==> src/rtl/mem_port_arbiter.sv <==
// Shares one fixed-latency single-port memory between the fetch and data stages.
// Data wins arbitration, but a fetch that loses STARVE_LIMIT times in a row wins the next one.
module mem_port_arbiter #(
  parameter int unsigned MEM_LATENCY  = 2,
  parameter int unsigned STARVE_LIMIT = 3
) (
  input  logic        clk,
  input  logic        rst,
  input  logic        if_req,
  input  logic [31:0] if_addr,
  output logic [31:0] if_rdata,
  output logic        if_ready,
  input  logic        dm_req,
  input  logic        dm_we,
  input  logic [31:0] dm_addr,
  input  logic [31:0] dm_wdata,
  output logic [31:0] dm_rdata,
  output logic        dm_ready,
  output logic        mem_en,
  output logic        mem_we,
  output logic [31:0] mem_addr,
  output logic [31:0] mem_wdata,
  input  logic [31:0] mem_rdata,
  output logic        stall_if,
  output logic        stall_mem,
  output logic        busy
);

  localparam int unsigned CNT_W = 4;
  localparam logic [CNT_W-1:0] LAT_LOAD   = CNT_W'(MEM_LATENCY - 1);
  localparam logic [CNT_W-1:0] STARVE_MAX = CNT_W'(STARVE_LIMIT);

  typedef enum logic [1:0] {IDLE, ACCESS, RESP} arbStateT;

  arbStateT         state, stateNext;
  logic [CNT_W-1:0] cnt, cntNext;
  logic [CNT_W-1:0] starveCnt, starveCntNext;
  logic             ownerDm, ownerDmNext;
  logic             reqWe, reqWeNext;
  logic [31:0]      memAddrNext, memWdataNext;
  logic [31:0]      ifRdataNext, dmRdataNext;
  logic             ifReadyNext, dmReadyNext;
  logic             memEnNext, memWeNext, busyNext;
  logic             grantIf;

  // State register and all registered outputs
  always_ff @(posedge clk or posedge rst) begin
    if (rst) begin
      state     <= IDLE;
      cnt       <= '0;
      starveCnt <= '0;
      ownerDm   <= 1'b0;
      reqWe     <= 1'b0;
      mem_addr  <= '0;
      mem_wdata <= '0;
      mem_en    <= 1'b0;
      mem_we    <= 1'b0;
      if_rdata  <= '0;
      dm_rdata  <= '0;
      if_ready  <= 1'b0;
      dm_ready  <= 1'b0;
      busy      <= 1'b0;
    end else begin
      state     <= stateNext;
      cnt       <= cntNext;
      starveCnt <= starveCntNext;
      ownerDm   <= ownerDmNext;
      reqWe     <= reqWeNext;
      mem_addr  <= memAddrNext;
      mem_wdata <= memWdataNext;
      mem_en    <= memEnNext;
      mem_we    <= memWeNext;
      if_rdata  <= ifRdataNext;
      dm_rdata  <= dmRdataNext;
      if_ready  <= ifReadyNext;
      dm_ready  <= dmReadyNext;
      busy      <= busyNext;
    end
  end

  // Arbitration, access sequencing and next-cycle output values
  always_comb begin
    stateNext     = state;
    cntNext       = cnt;
    starveCntNext = starveCnt;
    ownerDmNext   = ownerDm;
    reqWeNext     = reqWe;
    memAddrNext   = mem_addr;
    memWdataNext  = mem_wdata;
    ifRdataNext   = if_rdata;
    dmRdataNext   = dm_rdata;
    ifReadyNext   = 1'b0;
    dmReadyNext   = 1'b0;
    memEnNext     = 1'b0;
    memWeNext     = 1'b0;
    grantIf       = 1'b0;

    unique case (state)
      IDLE: begin
        if (if_req || dm_req) begin
          grantIf      = if_req && (!dm_req || (starveCnt == STARVE_MAX));
          ownerDmNext  = !grantIf;
          reqWeNext    = !grantIf && dm_we;
          memAddrNext  = grantIf ? if_addr : dm_addr;
          memWdataNext = grantIf ? mem_wdata : dm_wdata;
          cntNext      = LAT_LOAD;
          memEnNext    = 1'b1;
          memWeNext    = reqWeNext;
          stateNext    = ACCESS;
          if (grantIf) begin
            starveCntNext = '0;
          end else if (if_req && (starveCnt != STARVE_MAX)) begin
            starveCntNext = starveCnt + 1'b1;
          end
        end
      end
      ACCESS: begin
        if (cnt == '0) begin
          // Read data is only valid in the final access cycle
          if (!reqWe) begin
            if (ownerDm) dmRdataNext = mem_rdata;
            else         ifRdataNext = mem_rdata;
          end
          ifReadyNext = !ownerDm;
          dmReadyNext = ownerDm;
          stateNext   = RESP;
        end else begin
          cntNext   = cnt - 1'b1;
          memEnNext = 1'b1;
          memWeNext = reqWe;
        end
      end
      RESP: begin
        stateNext = IDLE;
      end
      default: begin
        stateNext = IDLE;
      end
    endcase

    busyNext = (stateNext != IDLE);
  end

  // Stalls follow the request directly so the hazard unit sees them in the request cycle
  assign stall_if  = if_req & ~if_ready & ~rst;
  assign stall_mem = dm_req & ~dm_ready & ~rst;

endmodule

==> config.mk <==
export PLATFORM = sky130hd
export DESIGN_NAME = mem_port_arbiter
export DESIGN_NICKNAME = d
export VERILOG_FILES = /design/src/rtl/mem_port_arbiter.sv
export SDC_FILE = /design/constraint.sdc
export NUM_CORES = 1
export LEC_CHECK = 0
export ABC_AREA = 1
export BUFFER_PORTS_ARGS = -buffer_cell sky130_fd_sc_hd__buf_2
export CAP_MARGIN = 20
export CORE_ASPECT_RATIO = 1.4
export CORE_MARGIN = 4
export CORE_UTILIZATION = 30
export CTS_CLUSTER_DIAMETER = 80
export DETAILED_ROUTE_END_ITERATION = 8
export HOLD_SLACK_MARGIN = 0.05
export PLACE_DENSITY_LB_ADDON = 0.15
export REMOVE_ABC_BUFFERS = 1
export SLEW_MARGIN = 10
export SYNTH_ARGS = -nofsm -noshare
export SYNTH_HDL_FRONTEND = slang
export SYNTH_SLANG_ARGS = --single-unit
==> constraint.sdc <==
create_clock -name clk -period 7.5 [get_ports clk]
set_input_delay 1.5 -clock clk [delete_from_list [all_inputs] [get_ports clk]]
set_output_delay 1.5 -clock clk [all_outputs]
set_load 0.02 [all_outputs]
==> summary.txt, run 1 <==
Final layout
  – Area Growth Syn to Fin: 31.61%
  – Share of cells above drive strength 1: 34.43%
  – Register area: 3628 um2
  – Area of the multi-input gates: 2107 um2
  – Fill cells: 2239
  – Fin nets: 1128
  – Non-Filler Instances: 1266

Critical path
  – Slowest CP cell: inv_6
  – R2R cell count: 8
  – Worst setup path end: stall_if
  – R2R setup slack: 5.11 ns
  – Worst-path cell chain: buf_2, inv_6, nand2_1, nor2_1, buf_2
  – R2r endpoint: mem_addr[23]
  – Arrival time worst endpoint: 2.67 ns
  – Setup CP Type: primary input to output pin
  – Crit path max fanout: 83
  – Critical Path Max Stage Delay: 0.52 ns
  – CP Capture Type: output pin
  – Delay-heaviest family, CP: buffers and inverters
  – CP Launch Type: primary input
  – Worst R2R Start: starveCnt[0]
  – Cell mode on critical path: buf_2
  – Worst Path Buf+Inv: 3
  – CP startpoint: rst
  – Critical Path Stages: 5
  – Req. time, crit path: 6.00 ns

Timing
  – Final Max Slew Viols: 0
  – RSZ-0062 raised after global routing: no
  – Final setup violation count: 0
  – Fmax: 239.8 MHz
  – Layout Skew: 0.01284 ns
  – Min Tclk post-route: 4.170 ns
  – Period Utilization, post-route: 55.60%
  – Worst slew pin tran: 0.8215 ns
  – Final Hold Fails: 0
  – TNS Setup: 0 ns
  – Slew HR: 45.24%

Die
  – Io pins: 268
  – Die ar.: 23800 um2
  – Initial Util: 30.34%
  – Die width: 131.5 um
  – Row Count: 63
  – Area of the core: 21130 um2
  – DIE HEIGHT: 180.9 um

Clock tree
  – Number of gates resized after cts: 0
  – CTS max path bufs: 2
  – Clk pin slew, worst setup/hold paths: 0.06 ns
  – # clock sinks: 145
  – Worst-Skew Late Latency: 0.41 ns
  – Post-CTS Setup Inserts: 0
  – H-tree lvl count: 4
  – CTS tree: done
  – Root Buffer: clkbuf_16
  – Hold_buf cts: 0
  – CTS Buf Count: 17

Global route
  – Initial antenna violation count: 1
  – Total gr overflow: 0
  – Tot GR Track Use: 15.17%
  – First-pass GRT wire length: 29.49 mm
  – Vias in the first global route: 5554
  – Largest net degree at the start of global routing: 84

Detailed routing
  – Antenna-violating nets left: 0
  – WL final: 17.84 mm
  – WL/cell: 14.09 um
  – DR pass1 iterations: 4
  – DR iter-0 viols: 278
  – Via count: 5535
  – Vias per cell: 4.372
  – DRC viols: 0

Power and ir drop
  – Internal Pwr Total: 2196 uW
  – Clock share of power: 21.6%
  – Logic gate share of total power: 43.5%
  – Sw Pwr: 1714 uW
  – Power Density: 463.5 nW/um2
  – Switching Share: 43.84%
  – Part of the power in registers: 34.9%
  – Peak supply drop: 0.1698 mV
  – Leakage: 0.004903 uW

Place
  – Dpl hpwl: 12.13 mm
  – Port-buffer cells: 267
  – Placed insts: 1233
  – RePlAce Congestion: 0.7516

Synthesis
  – Sequential area share after synthesis: 56.62%
  – Distinct cells, synth: 22
  – Register bit total from synthesis: 145
  – Mean post-synth cell area: 8.649 um2
  – Cells after Synth: 741
  – Warnings, synthesis: 0
  – Netlist Area Pre-Place: 6409 um2

Status
  – Status: finished clean

Job
  – Maxcap violations: 0

Hold path
  – Hold Path Class: flop to flop
[registers in the layout (all words and copies together) (netlist names)]
signal / flops
dm_rdata: 32
if_rdata: 32
mem_addr: 32
mem_wdata: 32
cnt: 4
starveCnt: 4
state: 2
busy: 1
dm_ready: 1
if_ready: 1
mem_en: 1
mem_we: 1
ownerDm: 1
reqWe: 1
[synth_stat cells]
| cell | instances | area (um2) |
|---|---|---|
| dfrtp_1 | 145 | 3628 |
| o21ai_0 | 7 | 35.03 |
| nand3_4 | 2 | 35.03 |
| a21oi_1 | 1 | 5.000 |
| ha_1 | 3 | 37.54 |
| inv_1 | 106 | 397.9 |
| buf_2 | 16 | 80.08 |
| nand2_1 | 247 | 927.1 |
| buf_1 | 3 | 11.26 |
| or2_2 | 1 | 6.260 |
| buf_6 | 11 | 123.9 |
| buf_4 | 7 | 52.55 |
| inv_2 | 1 | 3.750 |
| clkbuf_1 | 3 | 11.26 |
| nand4_1 | 1 | 6.260 |
| nor2_4 | 1 | 11.26 |
| o21ai_2 | 31 | 271.5 |
| nor2_1 | 14 | 52.55 |
| nand3_1 | 102 | 510.5 |
| nor2_2 | 1 | 6.260 |
| o21ai_1 | 34 | 170.2 |
| nand2_2 | 4 | 25.02 |
[area by class of cell]
class / instances / area share [%]
multi-input cells: 449 / 24.98
inverters: 107 / 4.821
well taps: 260 / 3.857
clock buffers: 18 / 5.207
repair buffers: 272 / 16.29
clock inverters: 14 / 1.795
flip-flops and latches: 145 / 43.02
diodes: 1 / 0.02967
[how the worst min path moves through the flow]
| stage | endpoint | slack, ns | cells past startpoint | start |
|---|---|---|---|---|
| global route | mem_wdata[8] | 0.48 | 2 | mem_wdata[8] |
| global placement | mem_wdata[22] | 0.45 | 2 | mem_wdata[22] |
| CTS | mem_wdata[24] | 0.47 | 2 | mem_wdata[24] |
| floorplan | starveCnt[1] | 0.48 | 2 | starveCnt[1] |
| finish | mem_wdata[24] | 0.47 | 2 | mem_wdata[24] |
| detailed placement | mem_wdata[8] | 0.45 | 2 | mem_wdata[8] |
[power groups by stage]
stage                     sequential (uW)  clock, uW  combinational, uW
after global placement               1370          0               1720
final                                1360        845               1700
after detailed placement             1370          0               1740
after floorplan                      1810          0                649
after global routing                 1420        903               1880
after CTS                            1370        874               1740
[tightest hold or removal path: stages (launching register included)]
cell and delay (ns):
dfrtp_1 0.34, nand2_1 0.05, nand2_1 0.05
[per-stage QoR]
stage	cell area [um2]	hold slack (ns)	total power (uW)	util, %	setup WS, ns
final	8434	0.4650	3910	39.93	3.330
after global routing	8432	0.4799	4204	39.91	3.117
after CTS	8432	0.4690	3979	39.91	3.283
after detailed placement	7841	0.4531	3110	37.12	3.291
after global placement	7841	0.4506	3093	37.12	3.332
after floorplan	6130	0.4754	2458	-	0.9622
[kinds of logic (layout without fill, tap and decap cells)]
kind of cell | Yosys count | after routing | synth area share (%)
buffers and inverters | 147 | 411 | 10.62
DFF | 145 | 145 | 56.62
adders and majority gates | 3 | 3 | 0.5858
AOI/OAI and AO/OA | 73 | 73 | 7.516
other | 0 | 1 | 0
and+or+nand+nor | 373 | 373 | 24.66
[placed cells by master (no fill, tap or decap), drive strengths merged, types with 4 or more instances in the layout]
master	netlist	layout
nand3	104	104
clkbuf	3	18
inv	107	113
buf	37	272
nand2	251	251
dfrtp	145	145
o21ai	72	72
nor2	16	16
clkinv	0	4
[routing by layer]
| metal | GRT usage [%] | up-vias | wire length (um) |
|---|---|---|---|
| met1 | 19.13 | 2528 | 7895 |
| met3 | 4.735 | 15 | 1277 |
| met2 | 25.35 | 198 | 8452 |
| met5 | 0 | - | 7 |
| li1 | - | 2792 | - |
| met4 | 3.993 | 2 | 204 |
Power figures use the tool's default switching activity.
==> run 2: changes to the inputs <==
==> constraint.sdc (replaced) <==
create_clock -name clk -period 3.8 [get_ports clk]
set_input_delay 0.76 -clock clk [delete_from_list [all_inputs] [get_ports clk]]
set_output_delay 0.76 -clock clk [all_outputs]
set_load 0.02 [all_outputs]
==> run 2 against run 1 <==
Routed wire length is 1.6% higher. Global-route usage is 0.43 points higher. Worst hold slack worse by 0.073 ns. Count of clock-buffer cells in the layout is 1 higher. Sequential power is 99% higher. Critical path type unchanged. Cell count is 0.24% higher. Register-to-register slack worse by 3.5 ns. Largest power group unchanged. Combinational power is 97% higher.
==> summary.txt, run 2 (synthesis gave the netlist of run 1 again) <==
Status
  – Status: finished clean

Power and ir drop
  – Clock share of power: 21.7%
  – Internal Pwr Total: 4350 uW
  – Leakage: 0.004911 uW
  – Power Density: 913.5 nW/um2
  – Sw Pwr: 3378 uW
  – Peak supply drop: 0.3232 mV
  – Switching Share: 43.72%
  – Logic gate share of total power: 43.4%
  – Part of the power in registers: 34.9%

Global route
  – Vias in the first global route: 5703
  – First-pass GRT wire length: 30.21 mm
  – Largest net degree at the start of global routing: 67
  – Initial antenna violation count: 1
  – Tot GR Track Use: 15.60%
  – Total gr overflow: 0

Detailed routing
  – DRC viols: 0
  – DR pass1 iterations: 4
  – Via count: 5550
  – WL final: 18.12 mm
  – Antenna-violating nets left: 0
  – DR iter-0 viols: 238
  – WL/cell: 14.28 um
  – Vias per cell: 4.374

Timing
  – RSZ-0062 raised after global routing: no
  – Period Utilization, post-route: 63.78%
  – Final Hold Fails: 0
  – Final setup violation count: 0
  – Slew HR: 44.60%
  – Fmax: 412.6 MHz
  – Min Tclk post-route: 2.423 ns
  – Worst slew pin tran: 0.8311 ns
  – Hold WS: 0.3917 ns
  – Final Max Slew Viols: 0
  – Layout Skew: 0.01378 ns
  – TNS Setup: 0 ns

Critical path
  – Req. time, crit path: 3.04 ns
  – Critical Path Max Stage Delay: 0.36 ns
  – Delay-heaviest family, CP: buffers and inverters
  – Setup CP Type: primary input to output pin
  – CP Launch Type: primary input
  – Critical Path Stages: 5
  – CP Capture Type: output pin
  – R2R cell count: 6
  – Worst-path cell chain: buf_2, inv_6, nand2_1, nor2_1, buf_2
  – Slowest CP cell: inv_6
  – Arrival time worst endpoint: 1.66 ns
  – Cell mode on critical path: buf_2
  – Crit path max fanout: 56
  – Worst Path Buf+Inv: 3

Final layout
  – Fin nets: 1130
  – Most frequent cells in the layout: buf_2 (267), nand2_1 (247), dfrtp_1 (145)
  – Share of cells above drive strength 1: 34.56%
  – Commonest non-fill, non-tap cell in the layout: buf_2
  – Area Growth Syn to Fin: 32.00%

Clock tree
  – CTS Buf Count: 17
  – H-tree lvl count: 4
  – Worst-Skew Late Latency: 0.42 ns
  – Root Buffer: clkbuf_16
  – CTS tree: done
  – Hold_buf cts: 0
  – Post-CTS Setup Inserts: 0
  – CTS max path bufs: 2
  – # clock sinks: 145
  – Number of gates resized after cts: 0
  – Clk pin slew, worst setup/hold paths: 0.06 ns

Die
  – Area of the core: 21130 um2
  – Die width: 131.5 um
  – Io pins: 268
  – Initial Util: 30.34%
  – Die ar.: 23800 um2
  – DIE HEIGHT: 180.9 um
  – Row Count: 63

Place
  – Dpl hpwl: 12.68 mm
  – RePlAce Congestion: 0.7318
  – Port-buffer cells: 267

Job
  – Maxcap violations: 0

Hold path
  – Hold Path Class: primary input to asynchronous set/reset pin
[run 2: cell count changes in the layout (fill, tap and decap cells not counted)]
cell        previous run  this run
clkbuf_8               1         2
diode_2                1         2
clkinvlp_4             3         4
clkinv_2               1         0
buf_4                  5         7
inv_6                  4         3
[run 2: final timing paths]
kind	start	endpoint	slack, ns
setup / recovery	rst	stall_if	1.38
hold / removal	rst	ownerDm	0.39
setup reg to reg	state[1]	mem_wdata[11]	1.64
hold reg to reg	mem_wdata[15]	mem_wdata[15]	0.47
max in group asynchronous	rst	if_rdata[7]	2.36
min in group clk	mem_wdata[15]	mem_wdata[15]	0.47
[run 2: per-stage QoR]
stage	total power, uW	area, um2	setup slack (ns)	instances	util [%]
2_1_floorplan	4852	6130	-1.258	701	-
3_3_place_gp	6105	7856	1.253	1235	37.19
3_5_place_dp	6143	7856	1.239	1235	37.19
4_1_cts	7868	8454	1.322	1267	40.02
5_1_grt	8331	8457	1.221	1268	40.03
6_report	7728	8459	1.377	1269	40.04
[run 2: worst register-to-register path, stage by stage, from the launching register on]
cell,delay (ns)
dfrtp_1,0.38
nor2_1,0.25
o21ai_4,0.10
inv_2,0.49
nand2_2,0.57
nand2_1,0.18
nand2_1,0.07
[run 2: layout make-up]
| type | count | area, um2 |
|---|---|---|
| Fill cell | 2280 | 12670 |
| Sequential cell | 145 | 3628 |
| Multi-Input combinational cell | 449 | 2107 |
| Timing Repair Buffer | 274 | 1389 |
| Clock buffer | 19 | 452.9 |
| Inverter | 107 | 406.6 |
| Tap cell | 260 | 325.3 |
| Clock inverter | 13 | 145.1 |
| Antenna cell | 2 | 5.005 |
[run 2: power groups by stage]
| stage | Clock [uW] | Combinational, uW | Sequential [uW] |
|---|---|---|---|
| 3_3_place_gp | 0 | 3390 | 2710 |
| 5_1_grt | 1800 | 3730 | 2800 |
| 6_report | 1680 | 3350 | 2700 |
| 3_5_place_dp | 0 | 3430 | 2710 |
| 2_1_floorplan | 0 | 1280 | 3570 |
| 4_1_cts | 1740 | 3430 | 2700 |
[run 2: per-layer routing]
metal  share of wire, %  up-vias  track usage [%]
li1                   -     2797                -
met1                 44     2507            19.89
met2                 47      220            25.12
met3                7.5       26            4.847
met4                2.1        0            5.507
met5                  0        -                0
